### src/rtl/usart_frame_arbiter_pkg.sv
// usart_frame_arbiter_pkg: frame FSM states, channel IDs and default header byte
package usart_frame_arbiter_pkg;
  typedef enum logic [2:0] {S_IDLE, S_HDR, S_ID, S_LEN, S_DATA, S_CSUM, S_GAP} state_t;
  localparam logic [7:0] CH0_ID = 8'h00;
  localparam logic [7:0] CH1_ID = 8'h01;
  localparam logic [7:0] DEF_HEADER = 8'h44;
endpackage

### src/rtl/usart_frame_arbiter_if.sv
// usart_frame_arbiter_if: byte handshake towards the USART transmitter
interface usart_frame_arbiter_if;
  logic [7:0] tx_data;
  logic tx_valid;
  logic tx_ready;
  modport master (output tx_data, tx_valid, input tx_ready);
  modport slave (input tx_data, tx_valid, output tx_ready);
endinterface

### src/rtl/usart_rr_arb2.sv
// usart_rr_arb2: two-request round-robin picker; pointer moves past every winner
module usart_rr_arb2 (
  input  logic i_req0,
  input  logic i_req1,
  input  logic i_ptr,
  input  logic i_advance,
  output logic o_winner,
  output logic o_valid,
  output logic o_ptr_nxt
);
  always_comb begin
    o_valid = i_req0 | i_req1;
    o_winner = (i_req0 & i_req1) ? i_ptr : i_req1;
    o_ptr_nxt = (i_advance & o_valid) ? ~o_winner : i_ptr;
  end
endmodule

### src/rtl/usart_frame_arbiter.sv
// usart_frame_arbiter: round-robin framing of two result producers onto one USART TX
// Define USART_FRAME_CHECKSUM_EN to append a mod-256 checksum byte after the payload
module usart_frame_arbiter
  import usart_frame_arbiter_pkg::*;
#(
  parameter int PAYLOAD_BYTES = 8,
  parameter int GAP_CYCLES = 25000000,
  parameter logic [7:0] HEADER_BYTE = DEF_HEADER
) (
  input  logic clk,
  input  logic rst,
  input  logic i_req0,
  input  logic [8*PAYLOAD_BYTES-1:0] i_payload0,
  output logic o_ack0,
  input  logic i_req1,
  input  logic [8*PAYLOAD_BYTES-1:0] i_payload1,
  output logic o_ack1,
  usart_frame_arbiter_if.master tx,
  output logic o_busy,
  output logic o_grant_id
);
  localparam int W = 8*PAYLOAD_BYTES;
  localparam logic [7:0] LEN = 8'(PAYLOAD_BYTES);
  localparam logic [7:0] LAST = 8'(PAYLOAD_BYTES - 1);
  localparam logic [31:0] GAP_LAST = 32'(GAP_CYCLES - 1);
  state_t r_state, w_state;
  logic [W-1:0] r_sr, w_sr;
  logic [7:0] r_idx, w_idx, r_txd, w_txd;
  logic [31:0] r_gap, w_gap;
  logic r_ptr, w_ptr, r_ack0, w_ack0, r_ack1, w_ack1;
  logic r_busy, w_busy, r_gid, w_gid, r_txv, w_txv;
  logic w_win, w_req, w_xfer, w_done;
`ifdef USART_FRAME_CHECKSUM_EN
  logic [7:0] r_csum, w_csum;
`endif
  usart_rr_arb2 u_arb (
    .i_req0(i_req0),
    .i_req1(i_req1),
    .i_ptr(r_ptr),
    .i_advance(r_state == S_IDLE),
    .o_winner(w_win),
    .o_valid(w_req),
    .o_ptr_nxt(w_ptr)
  );
  assign w_xfer = r_txv & tx.tx_ready;
  always_comb begin
    w_state = r_state;
    w_sr = r_sr;
    w_idx = r_idx;
    w_txd = r_txd;
    w_gap = r_gap;
    w_busy = r_busy;
    w_gid = r_gid;
    w_txv = r_txv;
    w_ack0 = 1'b0;
    w_ack1 = 1'b0;
`ifdef USART_FRAME_CHECKSUM_EN
    w_csum = (w_xfer && r_state inside {S_ID, S_LEN, S_DATA}) ? r_csum + r_txd : r_csum;
    w_done = w_xfer && r_state == S_CSUM;
`else
    w_done = w_xfer && r_state == S_DATA && r_idx == LAST;
`endif
    case (r_state)
      S_IDLE: if (w_req) begin
        w_ack0 = ~w_win;
        w_ack1 = w_win;
        w_sr = w_win ? i_payload1 : i_payload0;
        w_gid = w_win;
        w_busy = 1'b1;
        w_txv = 1'b1;
        w_txd = HEADER_BYTE;
        w_idx = '0;
        w_state = S_HDR;
`ifdef USART_FRAME_CHECKSUM_EN
        w_csum = '0;
`endif
      end
      S_HDR: if (w_xfer) begin
        w_txd = r_gid ? CH1_ID : CH0_ID;
        w_state = S_ID;
      end
      S_ID: if (w_xfer) begin
        w_txd = LEN;
        w_state = S_LEN;
      end
      S_LEN, S_DATA: if (w_xfer) begin
        if (r_state == S_LEN || r_idx != LAST) begin
          w_txd = r_sr[W-1 -: 8];
          w_sr = r_sr << 8;
          w_idx = (r_state == S_DATA) ? r_idx + 8'd1 : r_idx;
          w_state = S_DATA;
        end
`ifdef USART_FRAME_CHECKSUM_EN
        else begin
          w_txd = r_csum + r_txd;
          w_state = S_CSUM;
        end
`endif
      end
      S_GAP: begin
        w_gap = r_gap + 32'd1;
        if (r_gap == GAP_LAST) begin
          w_gap = '0;
          w_busy = 1'b0;
          w_state = S_IDLE;
        end
      end
      default: ;
    endcase
    if (w_done) begin
      w_txv = 1'b0;
      w_busy = GAP_CYCLES != 0;
      w_state = (GAP_CYCLES != 0) ? S_GAP : S_IDLE;
    end
  end
  always_ff @(posedge clk) begin
    if (rst) begin
      r_state <= S_IDLE;
      r_sr <= '0;
      r_idx <= '0;
      r_txd <= '0;
      r_gap <= '0;
      r_ptr <= 1'b0;
      r_ack0 <= 1'b0;
      r_ack1 <= 1'b0;
      r_busy <= 1'b0;
      r_gid <= 1'b0;
      r_txv <= 1'b0;
`ifdef USART_FRAME_CHECKSUM_EN
      r_csum <= '0;
`endif
    end else begin
      r_state <= w_state;
      r_sr <= w_sr;
      r_idx <= w_idx;
      r_txd <= w_txd;
      r_gap <= w_gap;
      r_ptr <= w_ptr;
      r_ack0 <= w_ack0;
      r_ack1 <= w_ack1;
      r_busy <= w_busy;
      r_gid <= w_gid;
      r_txv <= w_txv;
`ifdef USART_FRAME_CHECKSUM_EN
      r_csum <= w_csum;
`endif
    end
  end
  assign o_ack0 = r_ack0;
  assign o_ack1 = r_ack1;
  assign o_busy = r_busy;
  assign o_grant_id = r_gid;
  assign tx.tx_data = r_txd;
  assign tx.tx_valid = r_txv;
endmodule

### src/flat_wrapper.sv
// flat-port wrapper written by rule: the top's interface ports become plain ports
module usart_frame_arbiter_flat import usart_frame_arbiter_pkg::*;
#(
  parameter int PAYLOAD_BYTES = 8,
  parameter int GAP_CYCLES = 25000000,
  parameter logic [7:0] HEADER_BYTE = DEF_HEADER
)
  (clk, rst, i_req0, i_payload0, o_ack0, i_req1, i_payload1, o_ack1, o_busy, o_grant_id, tx_tx_data, tx_tx_valid, tx_tx_ready);
  usart_frame_arbiter_if tx_i ();
  input  logic clk;
  input  logic rst;
  input  logic i_req0;
  input  logic [8*PAYLOAD_BYTES-1:0] i_payload0;
  output logic o_ack0;
  input  logic i_req1;
  input  logic [8*PAYLOAD_BYTES-1:0] i_payload1;
  output logic o_ack1;
  output logic o_busy;
  output logic o_grant_id;
  output wire logic [$bits(tx_i.tx_data)-1:0] tx_tx_data;
  output wire logic [$bits(tx_i.tx_valid)-1:0] tx_tx_valid;
  input wire logic [$bits(tx_i.tx_ready)-1:0] tx_tx_ready;
  assign tx_tx_data = tx_i.tx_data;
  assign tx_tx_valid = tx_i.tx_valid;
  assign tx_i.tx_ready = tx_tx_ready;
  usart_frame_arbiter #(.PAYLOAD_BYTES(PAYLOAD_BYTES), .GAP_CYCLES(GAP_CYCLES), .HEADER_BYTE(HEADER_BYTE)) u_core (.clk(clk), .rst(rst), .i_req0(i_req0), .i_payload0(i_payload0), .o_ack0(o_ack0), .i_req1(i_req1), .i_payload1(i_payload1), .o_ack1(o_ack1), .tx(tx_i), .o_busy(o_busy), .o_grant_id(o_grant_id));
endmodule
### config.mk
export PLATFORM = sky130hd
export DESIGN_NAME = usart_frame_arbiter_flat
export DESIGN_NICKNAME = d
export VERILOG_FILES = /design/src/rtl/usart_frame_arbiter_pkg.sv /design/src/rtl/usart_frame_arbiter_if.sv /design/src/rtl/usart_rr_arb2.sv /design/src/rtl/usart_frame_arbiter.sv /design/src/flat_wrapper.sv
export SDC_FILE = /design/constraint.sdc
export NUM_CORES = 1
export LEC_CHECK = 0
export BUFFER_PORTS_ARGS = -buffer_cell sky130_fd_sc_hd__buf_4
export CORE_MARGIN = 4
export CORE_UTILIZATION = 57
export CTS_BUF_LIST = sky130_fd_sc_hd__clkbuf_4
export CTS_CLUSTER_DIAMETER = 50
export DETAILED_ROUTE_END_ITERATION = 6
export PLACE_DENSITY = 0.84
export SYNTH_ARGS = -nofsm -noshare
export SYNTH_HDL_FRONTEND = slang
export SYNTH_SLANG_ARGS = --single-unit
### constraint.sdc
create_clock -name clk -period 3.8 [get_ports clk]
set_input_delay 0.19 -clock clk [delete_from_list [all_inputs] [get_ports clk]]
set_output_delay 0.19 -clock clk [all_outputs]
set_load 0.02 [all_outputs]
# Word-level counts from Yosys, hierarchy flattened
# Cells that the tools add are included.
# op_classes
add_sub_neg	2
n_reduce_logical	19
n_bitwise	7
mux	31
n_eq_ne	21
# ops
op	n
64-bit 2-to-1 mux	4
64-bit case mux with 2 select lines	1
8-bit 2-to-1 mux	9
32-bit by 1-bit adder with 32-bit output, second input constant	1
32-bit by 25-bit == test with 1-bit output, second input constant	1
32-bit 2-to-1 mux	1
8-bit case mux with 4 select lines	1
3-bit 2-to-1 mux	7
3-bit by 1-bit != test with 1-bit output, second input constant	6
8-bit case mux with 2 select lines	1
3-bit case mux with 5 select lines	1
2-bit by 1-bit != test with 1-bit output, second input constant	7
7-bit AND reduction	2
8-bit by 1-bit adder with 8-bit output, second input constant	1
8-bit by 3-bit == test with 1-bit output, second input constant	1
8-bit by 3-bit != test with 1-bit output, second input constant	1
3-bit by 2-bit == test with 1-bit output, second input constant	2
3-bit == test, second input constant	2
6-bit AND reduction	1
6-bit nonzero test	1
1-bit 2-to-1 mux	5
5-bit AND reduction	1
5-bit nonzero test	1
4-bit AND reduction	1
other kinds (15)	21
# word_totals
inputBits	133
elab_cells	92
register_bits	121

# Logic depth before layout (Yosys ltp)
# Gate-level depths: netlist (run 1).
# depth
word_depth	6
ltp_mapped	8

# By module
# Synthesis (run 1) repeated with hierarchy kept, for this count alone.
# unflattened
hier_cells	741
area_unflattened_um2	6058.3
# by_module_without_submodules
mod	instances	area_per_inst_um2	cells_per_inst	seq_area_each_um2
usart_frame_arbiter	1	6029.5	736	2422.3
usart_rr_arb2	1	28.8	5	0.0

# Worst setup path before layout (run 1)
# Ideal clock, no wire load.
# synth_timing
kind	register -> register
startpoint	reg u_core.r_state[0]
endpoint	reg u_core.r_sr[16]
n_path_buf	3
setup_ns	0.132
path_stages_with_launch	9
t_required_ns	3.668
arrival_ns	1.893
setup_slack_ns	1.775
synth_period_minus_slack_ns	2.025
path_cell_list	dfxtp_1 -> buf_6 -> or3b_4 -> or4_4 -> nand4_2 -> buf_4 -> buf_4 -> a211o_1 -> a21oi_1
# synth_between
elab_chain_len	4
word_cells_on_any_way	11
# synth_lines
item	line_no	text
start: declaration	usart_frame_arbiter.sv:26	state_t r_state, w_state;
start signal: assignment	usart_frame_arbiter.sv:133	r_state <= w_state;
3-bit == test / 3-bit by 2-bit == test with 1-bit output (equally long branches)	usart_frame_arbiter.sv:63, usart_frame_arbiter.sv:87	
2-bit OR reduction / 1-bit logical OR (equally long branches)	usart_frame_arbiter.sv:63, usart_frame_arbiter.sv:87	
2-bit by 1-bit != test with 1-bit output (no source line) / 2-bit nonzero test (equally long branches)	-	
4-bit AND reduction (no source line)	-	
end signal: assignment	usart_frame_arbiter.sv:134	r_sr <= w_sr;
end: declaration	usart_frame_arbiter.sv:27	logic [W-1:0] r_sr, w_sr;
# Several ways; a longest one is shown, not always the timed one.
# A chain may end at the register's enable or synchronous reset.

# Worst setup path after layout (run 1)
# layout_timing
startpoint	reg u_core.r_state[2]
endpoint	reg u_core.r_sr[2]
# The elaborated chain is that of the path after synthesis.

==> results.md, run 1 <==
- The run finished with clean final reports.
- The number of design rule violations left after detail routing is 0.
- Of the total power, the share spent switching nets is 0.347.
- The kind of critical path is register to register.
- The number of pins exceeding their max-slew limit in the final report is 0.
- The most instantiated flip-flop cell in the synthesis netlist is dfxtp_1.
- After synthesis, the netlist uses 50 different library cells.
- The time the final worst path needs with I/O delays and setup is about 2900 ps.
- The share of the Yosys chip area taken by registers is 0.384.
- The core region is roughly 11,000 um^2.
- The number of buffers added by the clock tree synthesis step is 17.
- After global routing the overflow that remains totals 0.
- Summed over all layers, the routed wires come to between 15 and 20 mm.
- The clock tree from TritonCTS is yes.
- The proportion of power drawn by the clock network is 0.242.
- The total of endpoints with negative setup slack in the final report is 0.
- The cell accounting for the most synthesized area is dfxtp_1.
- The HPWL after detailed placement is approximately 11 mm.
- The routed layout has ~6,000 vias.
- In the final layout, the share of cells above drive strength 1 is 0.213.
- When the netlist entered floorplanning its net count stood at 900.
- The floorplan die area is 12,800 um^2.
- Of the available clock period, the critical path in the final layout requires 0.753.
- Across the VDD grid, the largest voltage drop is 0.260 mV.
- For this run, the total global-route usage over all layers was measured as 0.245.
- The number of maximum-capacitance violations is 0.
- The die is around 110 um wide.
- The die height is between 100 and 150 um.
- The worst slew margin relative to its limit is 0.375.
- The data required time at the worst endpoint is 4140 ps.
- The pin count of the biggest net entering global routing is 96.
- No sink is reached through more buffers than the 2 on the longest clock path.
- The finished layout holds approximately 1,000 standard cells, fillers aside.
- Dividing total power by cell area gives a power density of around 480 nW/um^2.
- For the final database, setup skew stands at ~20 ps.
- The number of core rows is 38.
- The worst hold slack across all endpoints is around 70 ps.
- The core occupancy in the finished layout is 0.704.
- The mean number of vias per cell is a little under 6.
- Cell internal power was estimated by the tool at about 2.4 mW.
- After technology mapping, the gate count stands at 765.
- The net load switching power is ~1.3 mW.
- The footprint of the flip-flops and latches is ~2400 um^2.
- The initial antenna violation count is 0.
- The first-pass GRT wire length is ~26 mm.
- In this run the static leakage power is roughly 3.4 nW.
- Relative to the synthesized area, the layout overhead comes to 21.0%.
- Pin placement for this block handled 146 I/O pins.
- For the worst-skew pair, the clock arrives at the later sink with an insertion delay of 520 ps.
- After clock tree synthesis, the clock-pin slew on the worst setup and hold paths is 110 ps.
- Summing all multi-input logic gate instances after layout gives roughly 3600 um^2.
- After clock tree synthesis, the setup repair step added 0 buffers.
- The congestion estimate from routability-driven global placement came to 0.873.
- For the pin with the worst max-slew slack, the measured transition is 938 ps.
- The first-iteration detailed-routing DRC count is ~430.
- The arrival time of the worst setup path is approximately 3200 ps.
- The first detailed-routing pass ran for 5 iterations.
- The buffer cell driving the clock tree root is clkbuf_4.
- The average wire per standard cell is 15.2 um.
- Counting the fill cells in the layout gives 868.
- The number of nets in the layout is slightly above 1,000.
- The number of hold-slack violations in the final timing report was 0.
- The endpoint class of the critical path is a register.
- The instance count after placement with tap cells included is roughly 1,000.
- Setup repair after global routing left no endpoint under its margin.
- The number of storage elements in the synthesis netlist is between 100 and 150.
- The biggest fanout along the worst timing path is 50.
- For the final routed database, the setup TNS stands at 0 ps.
- The tree built by TritonCTS fans out to 121 sinks.
- After synthesis, the mean cell area works out to ~8.2 um^2.
- The share of power burned in combinational logic is 0.316.
- For this configuration, the core starts out at a cell density of 0.582.
- Of the total power, registers draw 0.443.
- The number of synthesis warnings is 0.
- The via count of the first global-routing pass is approximately 5,700.
- The antenna violation net count after detailed routing is 0.
- Input and output buffers added on the ports amount to approximately 150.
- The proportion of netlist area held by the largest area contributor is 0.384.
- In the post-synthesis netlist, the biggest area contributors are dfxtp_1, mux2i_1, a211o_1, a21oi_1, nor2_1.
- The fraction of registers with async set or reset after synthesis is 0.
- The H-tree was split into 4 levels.
- STA classifies the critical path startpoint as a register.
- The path category of the worst min-delay check is input port to register.
- The synthesized netlist occupies a cell area of around 6300 um^2.
- The fmax is 0.349 GHz.
- The final antenna diode count is 0.
- The number of enable flip-flop cells after synthesis is 0.
==> power groups by stage <==
stage	registers [mW]	clock network, mW	logic, mW
floorplan	1.60	0	0.931
detailed placement	1.64	0	1.14
global route	1.64	0.955	1.29
finish	1.61	0.881	1.15
global placement	1.63	0	1.10
CTS	1.61	0.895	1.15
==> state kept, by name (all words and copies together) (netlist names) <==
register / flops
u_core.o_ack0: 1
u_core.o_ack1: 1
u_core.o_busy: 1
u_core.o_grant_id: 1
u_core.r_gap: 32
u_core.r_idx: 8
u_core.r_ptr: 1
u_core.r_sr: 64
u_core.r_state: 3
u_core.tx.tx_data: 8
u_core.tx.tx_valid: 1
==> worst max-delay path, cell delays in order, from the launching register on <==
cell and delay, ps:
dfxtp_1 640, or3b_4 480, or4_4 550, nand4_4 480
buf_4 320, or3_1 130, a21oi_1 70
==> final cells by class <==
cell class	count	area share
Clock buffer	19	0.0187
Tap cell	140	0.0229
Inverter	9	0.00442
Multi-Input combinational cell	579	0.467
Sequential cell	121	0.317
Clock inverter	13	0.0170
Timing Repair Buffer	153	0.153
==> placed cells by master (no fill, tap or decap), types with 6 or more instances in the layout <==
| master | netlist | routed |
|---|---|---|
| buf_4 | 7 | 149 |
| a21oi_1 | 86 | 86 |
| clkbuf_4 | 0 | 19 |
| nor4_1 | 8 | 8 |
| nor3_1 | 12 | 12 |
| nand3b_1 | 6 | 6 |
| nor2_1 | 98 | 98 |
| nand4_1 | 14 | 14 |
| or3_1 | 19 | 19 |
| mux2i_1 | 67 | 67 |
| nand2_1 | 93 | 93 |
| a211o_1 | 57 | 57 |
| xnor2_1 | 17 | 17 |
| inv_1 | 9 | 9 |
| o21ai_0 | 15 | 14 |
| xor2_1 | 9 | 9 |
| and2_1 | 8 | 7 |
| nand3_1 | 20 | 20 |
| dfxtp_1 | 121 | 121 |
==> metal layers <==
layer  up-vias  share of wire  global-route usage
met5         -              0                   0
met4         0          0.017              0.0769
met3        30          0.071              0.0561
met2       206           0.49               0.423
met1      2778           0.42               0.304
li1       2963              -                   -
==> stage by stage <==
stage	total power [mW]	area [um^2]	setup slack, ps
6_report	3.64	7630	939
3_5_place_dp	2.78	7330	985
5_1_grt	3.88	7630	745
4_1_cts	3.65	7630	954
3_3_place_gp	2.73	7330	1060
2_1_floorplan	2.53	6310	1770
==> synth_stat cells (all sizes together) (4+ instances only) <==
cell type / count
a211o: 57
or3: 19
inv: 9
nor2: 98
nand3: 20
nor4: 8
clkbuf: 29
xnor2: 17
mux2i: 67
and2: 8
nand4: 16
xor2: 9
buf: 27
and3: 4
nor3: 12
nand2: 93
o21ai: 16
and4: 5
a21oi: 86
dfxtp: 121
or4: 5
nand3b: 6
==> final timing paths <==
path                      from           endpoint  slack, ps  depth (start not counted)
min reg2reg    u_core.r_sr[16]    u_core.r_sr[16]        460                          2
max          u_core.r_state[2]     u_core.r_sr[2]        940                          6
min                tx_tx_ready  u_core.r_state[2]         70                          3
max reg2reg  u_core.r_state[2]     u_core.r_sr[2]        940                          6
==> kinds of logic after synthesis <==
| group | after synthesis | synth area share |
|---|---|---|
| AND/OR/NAND/NOR | 306 | 0.231 |
| multiplexers | 67 | 0.106 |
| adder cells (fa/ha/maj) | 2 | 0.00397 |
| flip-flops | 121 | 0.384 |
| AO/OA/AOI/OAI | 178 | 0.183 |
| buffers and inverters | 65 | 0.0551 |
| XOR/XNOR | 26 | 0.0361 |
==> timing repair <==
item / CTS / global route
endpoints found under the hold margin: 2 / 0
hold buffers: 3 / 0
resized for setup: 0 / 0
endpoints found under the setup margin: 0 / 0
(Power assumes the default switching activity.)
==> run 2, diff against run 1 <==
--- a/config.mk
+++ b/config.mk
@@ -5,13 +5,14 @@
 export SDC_FILE = /design/constraint.sdc
 export NUM_CORES = 1
 export LEC_CHECK = 0
+export ABC_AREA = 1
 export BUFFER_PORTS_ARGS = -buffer_cell sky130_fd_sc_hd__buf_4
 export CORE_MARGIN = 4
-export CORE_UTILIZATION = 57
+export CORE_UTILIZATION = 52
 export CTS_BUF_LIST = sky130_fd_sc_hd__clkbuf_4
 export CTS_CLUSTER_DIAMETER = 50
 export DETAILED_ROUTE_END_ITERATION = 6
-export PLACE_DENSITY = 0.84
+export PLACE_DENSITY = 0.79
 export SYNTH_ARGS = -nofsm -noshare
 export SYNTH_HDL_FRONTEND = slang
 export SYNTH_SLANG_ARGS = --single-unit
==> constraint.sdc (replaced) <==
create_clock -name clk -period 2.42 [get_ports clk]
set_input_delay 0.121 -clock clk [delete_from_list [all_inputs] [get_ports clk]]
set_output_delay 0.121 -clock clk [all_outputs]
set_load 0.02 [all_outputs]
==> run 2 against run 1 <==
Compared with the run above:
- clock skew is 3.9 ps lower
- combinational power grew to 4.0 times the previous value
- first-iteration DRC count is 67% higher
- final area is 19% higher
- setup slack worse by 650 ps
- hold slack worse by 29 ps
- highest routed layer unchanged
- count of clock-buffer cells in the layout stayed put
- power is 150% higher
==> results.md, run 2 <==
- The final route contains 7,687 vias.
- The first global-routing pass estimated roughly 34 mm of wire.
- The I/O pin total is around 150.
- The portion of synthesized area spent on multiplexers is 0.
- At the worst endpoint, the required time is 2860 ps.
- Once layout is complete, the cells apart from fillers number roughly 1,500.
- In the final design database the tool counted 1,439 nets.
- Setup repair after global routing left no endpoint under its margin.
- The worst reg-to-reg path cell count is 9.
- The initial utilization of the core area, before any placement, comes to 0.540.
- Dividing the detail-routed wire length by the instance count gives roughly 14 um.
- Of the total power, the share spent switching nets is 0.456.
- For this run, the number of Yosys warnings is 0.
- The internal portion of the total power is between 4 and 5 mW.
- The analysis attributes to net switching a power of slightly above 4 mW.
- The die height is 126 um.
- Yosys attributes the largest share of cell area to dfxtp_1, nand2_1, nor2_1, a21oi_1, inv_1.
- Of the total synthesized cell area, the portion taken by AND, OR, NAND and NOR gates is 0.339.
- The half-perimeter wire length after placement is 14.1 mm.
- The mean post-synth cell area is between 6 and 7 um^2.
- The number of setup buffers added after CTS is 0.
- Of all cell types, the one taking the most synthesized area is dfxtp_1.
- At the pin with the least slew margin, the transition time is about 700 ps.
- Counting instances, the worst hold path has a depth of 5.
- The sum of internal, switching and leakage power is 8.93 mW.
- The pin count of the biggest net entering global routing is ~70.
- The number of antenna diodes in the final layout is 0.
- TritonCTS built the clock tree.
- The largest stage delay on the critical path is ~460 ps.
- The clock slew seen by the registers of the worst setup and hold paths is between 100 and 150 ps.
- The arrival time of the worst setup path is between 2000 and 3000 ps.
- The floorplan die area is ~16,000 um^2.
- The initial antenna violation count is 0.
- Row generation in the floorplan step produced 42 rows.
- The worst setup path is of the register to register kind.
- The die width is 126 um.
- The area fraction in compound gates after synthesis is 0.200.
- The fraction of registers with async set or reset after synthesis is 0.
- After synthesis, the largest family of logic cells by area is simple AND/OR/NAND/NOR gates.
- The instance count after placement with tap cells included is 1,426.
- The worst setup path is launched from a register.
- The detailed-routing iteration count for the pre-antenna-repair pass is 7.
- For this run, the register share of the synthesized area comes to 0.334.
- The overall track demand over capacity in global routing is 0.253.
- The clock tree synthesis step divided the H-tree into 4 levels.
- Summed over all nets, wire length on met2 after detailed routing comes to ~10 mm.
- nand2_1 is the most common cell in the netlist.
- Leaving out fill and tap cells, the most frequent cells in the layout are nand2_1, nor2_1, buf_4.
- The count of buffers added on input and output ports is roughly 150.
- The worst reg2reg path startpoint is u_core.r_state[1].
- The path category of the worst min-delay check is input port to register.
- The register with the most flip-flops in the layout has 64 of them.
- The total grt overflow is 0.
- Leaving out fill and tap cells, the most frequent cell in the layout is nand2_1.
- By count the netlist is led by nand2_1, nor2_1, dfxtp_1, a21oi_1, inv_1.
- The core occupancy in the finished layout is 0.674.
- In this run the most critical hold path is launched from i_payload1[7].
- The flow ran to the end, and the final reports show no timing, DRC or antenna violations.
- The CTS sink count is 121.
- The power per unit of standard cell area is slightly below 1000 nW/um^2.
- The number of nets handed over by synthesis was between 1,000 and 1,500.
- The area share of fa/ha/maj cells after synthesis is 0.00345.
- The worst-case IR drop observed on VDD is 0.734 mV.
- After synthesis the cells add up to approximately 7300 um^2.
- The area growth from synthesis to final layout is 25.0%.
- The first-iteration detailed-routing DRC count is ~700.
- The met3 layer wire length in the routed design is 1.11 mm.
- The highest metal layer carrying signal wires in the routed design is met4.
- After detailed routing, the total wire length is roughly 20 mm.
- The largest registers in the layout are u_core.r_sr x64, u_core.r_gap x32.
- The share of total power dissipated in combinational logic is 0.516.
- Counting along the longest clock path gives a buffer depth of 2.
- The number of design rule violations left after detail routing is 0.
- The worst clock skew is 16.2 ps.
- The worst-path cell with the longest stage delay is dfxtp_1.
- The share of total power dissipated in the clock network is 0.168.
- The mean number of vias per cell is about 5.1.
- The proportion of netlist area held by the largest area contributor is 0.334.
- The signal on the critical path passes through nor2_2, nand2_2, nand2_2, nand2_1, o21ai_2, nor2_4, buf_4, o21ai_0, a21oi_1.
- The via count of the first global-routing pass came to roughly 7,300.
- The worst-case setup slack after placement is 339 ps.
- The number of enable flip-flop cells after synthesis is 0.
- Of all nets on the critical path, the largest fanout is 26.
- The number of maximum-capacitance violations is 0.
- The share of total power in sequential cells is 0.317.
- The total of endpoints with negative setup slack in the final report is 0.
- The time the final worst path needs with I/O delays and setup is around 2100 ps.
- At the later pin of the worst-skew pair, clock insertion delay measures roughly 520 ps.
- The number of pins exceeding their max-slew limit in the final report is 0.
- After technology mapping, the gate count stands at 1,147.
- In the finished design, the share of the clock period the worst path needs comes to 0.881.
- The fmax is ~0.47 GHz.
- The total negative slack for setup checks is 0 ps.
- The worst pin sits at a relative slew slack of 0.521.
- At the end of routability-driven placement, the weighted congestion stood at ~0.95.
- The number of buffers added by the clock tree synthesis step is 17.
- The static leakage power is between 3 and 4 nW.
- The core region is 13,500 um^2.
- The most critical setup path has its startpoint at u_core.r_state[1].
- The cell sitting at the root of the clock tree is a clkbuf_4.
- After layout, the worst setup slack is ~290 ps.
- The endpoint class of the critical path is a register.
- The antenna violation net count after detailed routing is 0.
- The number of hold-slack violations in the final timing report is 0.
- The cell that appears most often on the critical path is nand2_2.
- The share of post-route cells with drive strength above 1 is 0.221.
- The detailed router put a total of 8.87 mm of wire on met1.
- More flip-flops sit in one register than any other, and that register is u_core.r_sr.
- Counting flops and latches in the post-synthesis netlist gives approximately 120.
- The parity-gate share of the synthesized area counting xor and xnor cells is 0.0229.
- In the synthesized netlist the dominant register cell turns out to be dfxtp_1.
- The netlist uses 40 different library cells.
==> run 2: logic make-up after synthesis <==
| family | after synthesis |
|---|---|
| xor+xnor | 19 |
| buf+inv | 171 |
| compound gates | 224 |
| fa+ha+maj | 2 |
| flops | 121 |
| simple gates | 610 |
==> run 2: path summary, 6_finish.rpt <==
kind | slack [ps] | endpoint
max | 290 | u_core.r_sr[19]
min | 40 | u_core.r_sr[7]
max reg2reg | 290 | u_core.r_sr[19]
min reg2reg | 460 | u_core.r_sr[9]
==> run 2: power by group through the flow <==
stage               Sequential (mW)  Clock [mW]  Combinational (mW)
floorplan                      2.85           0                3.69
global placement               2.85           0                4.48
detailed placement             2.86           0                4.54
CTS                            2.82        1.53                4.60
global route                   2.89        1.62                5.12
finish                         2.83        1.50                4.61
==> run 2: through the flow <==
stage	hold slack [ps]	area, um^2
2_1_floorplan	372	7260
3_3_place_gp	440	8420
3_5_place_dp	447	8420
4_1_cts	0.218	9070
5_1_grt	7.09	9070
6_report	42.1	9070
==> run 2: layout make-up <==
cell class / instances / area, um^2
Clock buffer: 19 / 143
Clock inverter: 13 / 154
Fill cell: 1235 / 4380
Inverter: 111 / 417
Multi-Input combinational cell: 855 / 4100
Sequential cell: 121 / 2420
Tap cell: 176 / 220
Timing Repair Buffer: 198 / 1610
==> run 2: timing repair <==
| action | 4_1_cts | 5_1_grt |
|---|---|---|
| resized for setup | 0 | 0 |
| endpoints found under the hold margin | 32 | 0 |
| hold buffers | 35 | 0 |
==> run 2: worst max-delay path: cells and delay by family, from the launching register on <==
kind                   cells  cell delay [ps]
buffers and inverters      1              380
AOI/OAI and AO/OA          3              400
DFF                        1              460
and+or+nand+nor            5              800
==> run 2: metal layers <==
layer	vias up	GRT usage
li1	3937	-
met1	3464	0.319
met2	252	0.438
met3	34	0.0533
met4	0	0.0700
met5	-	0
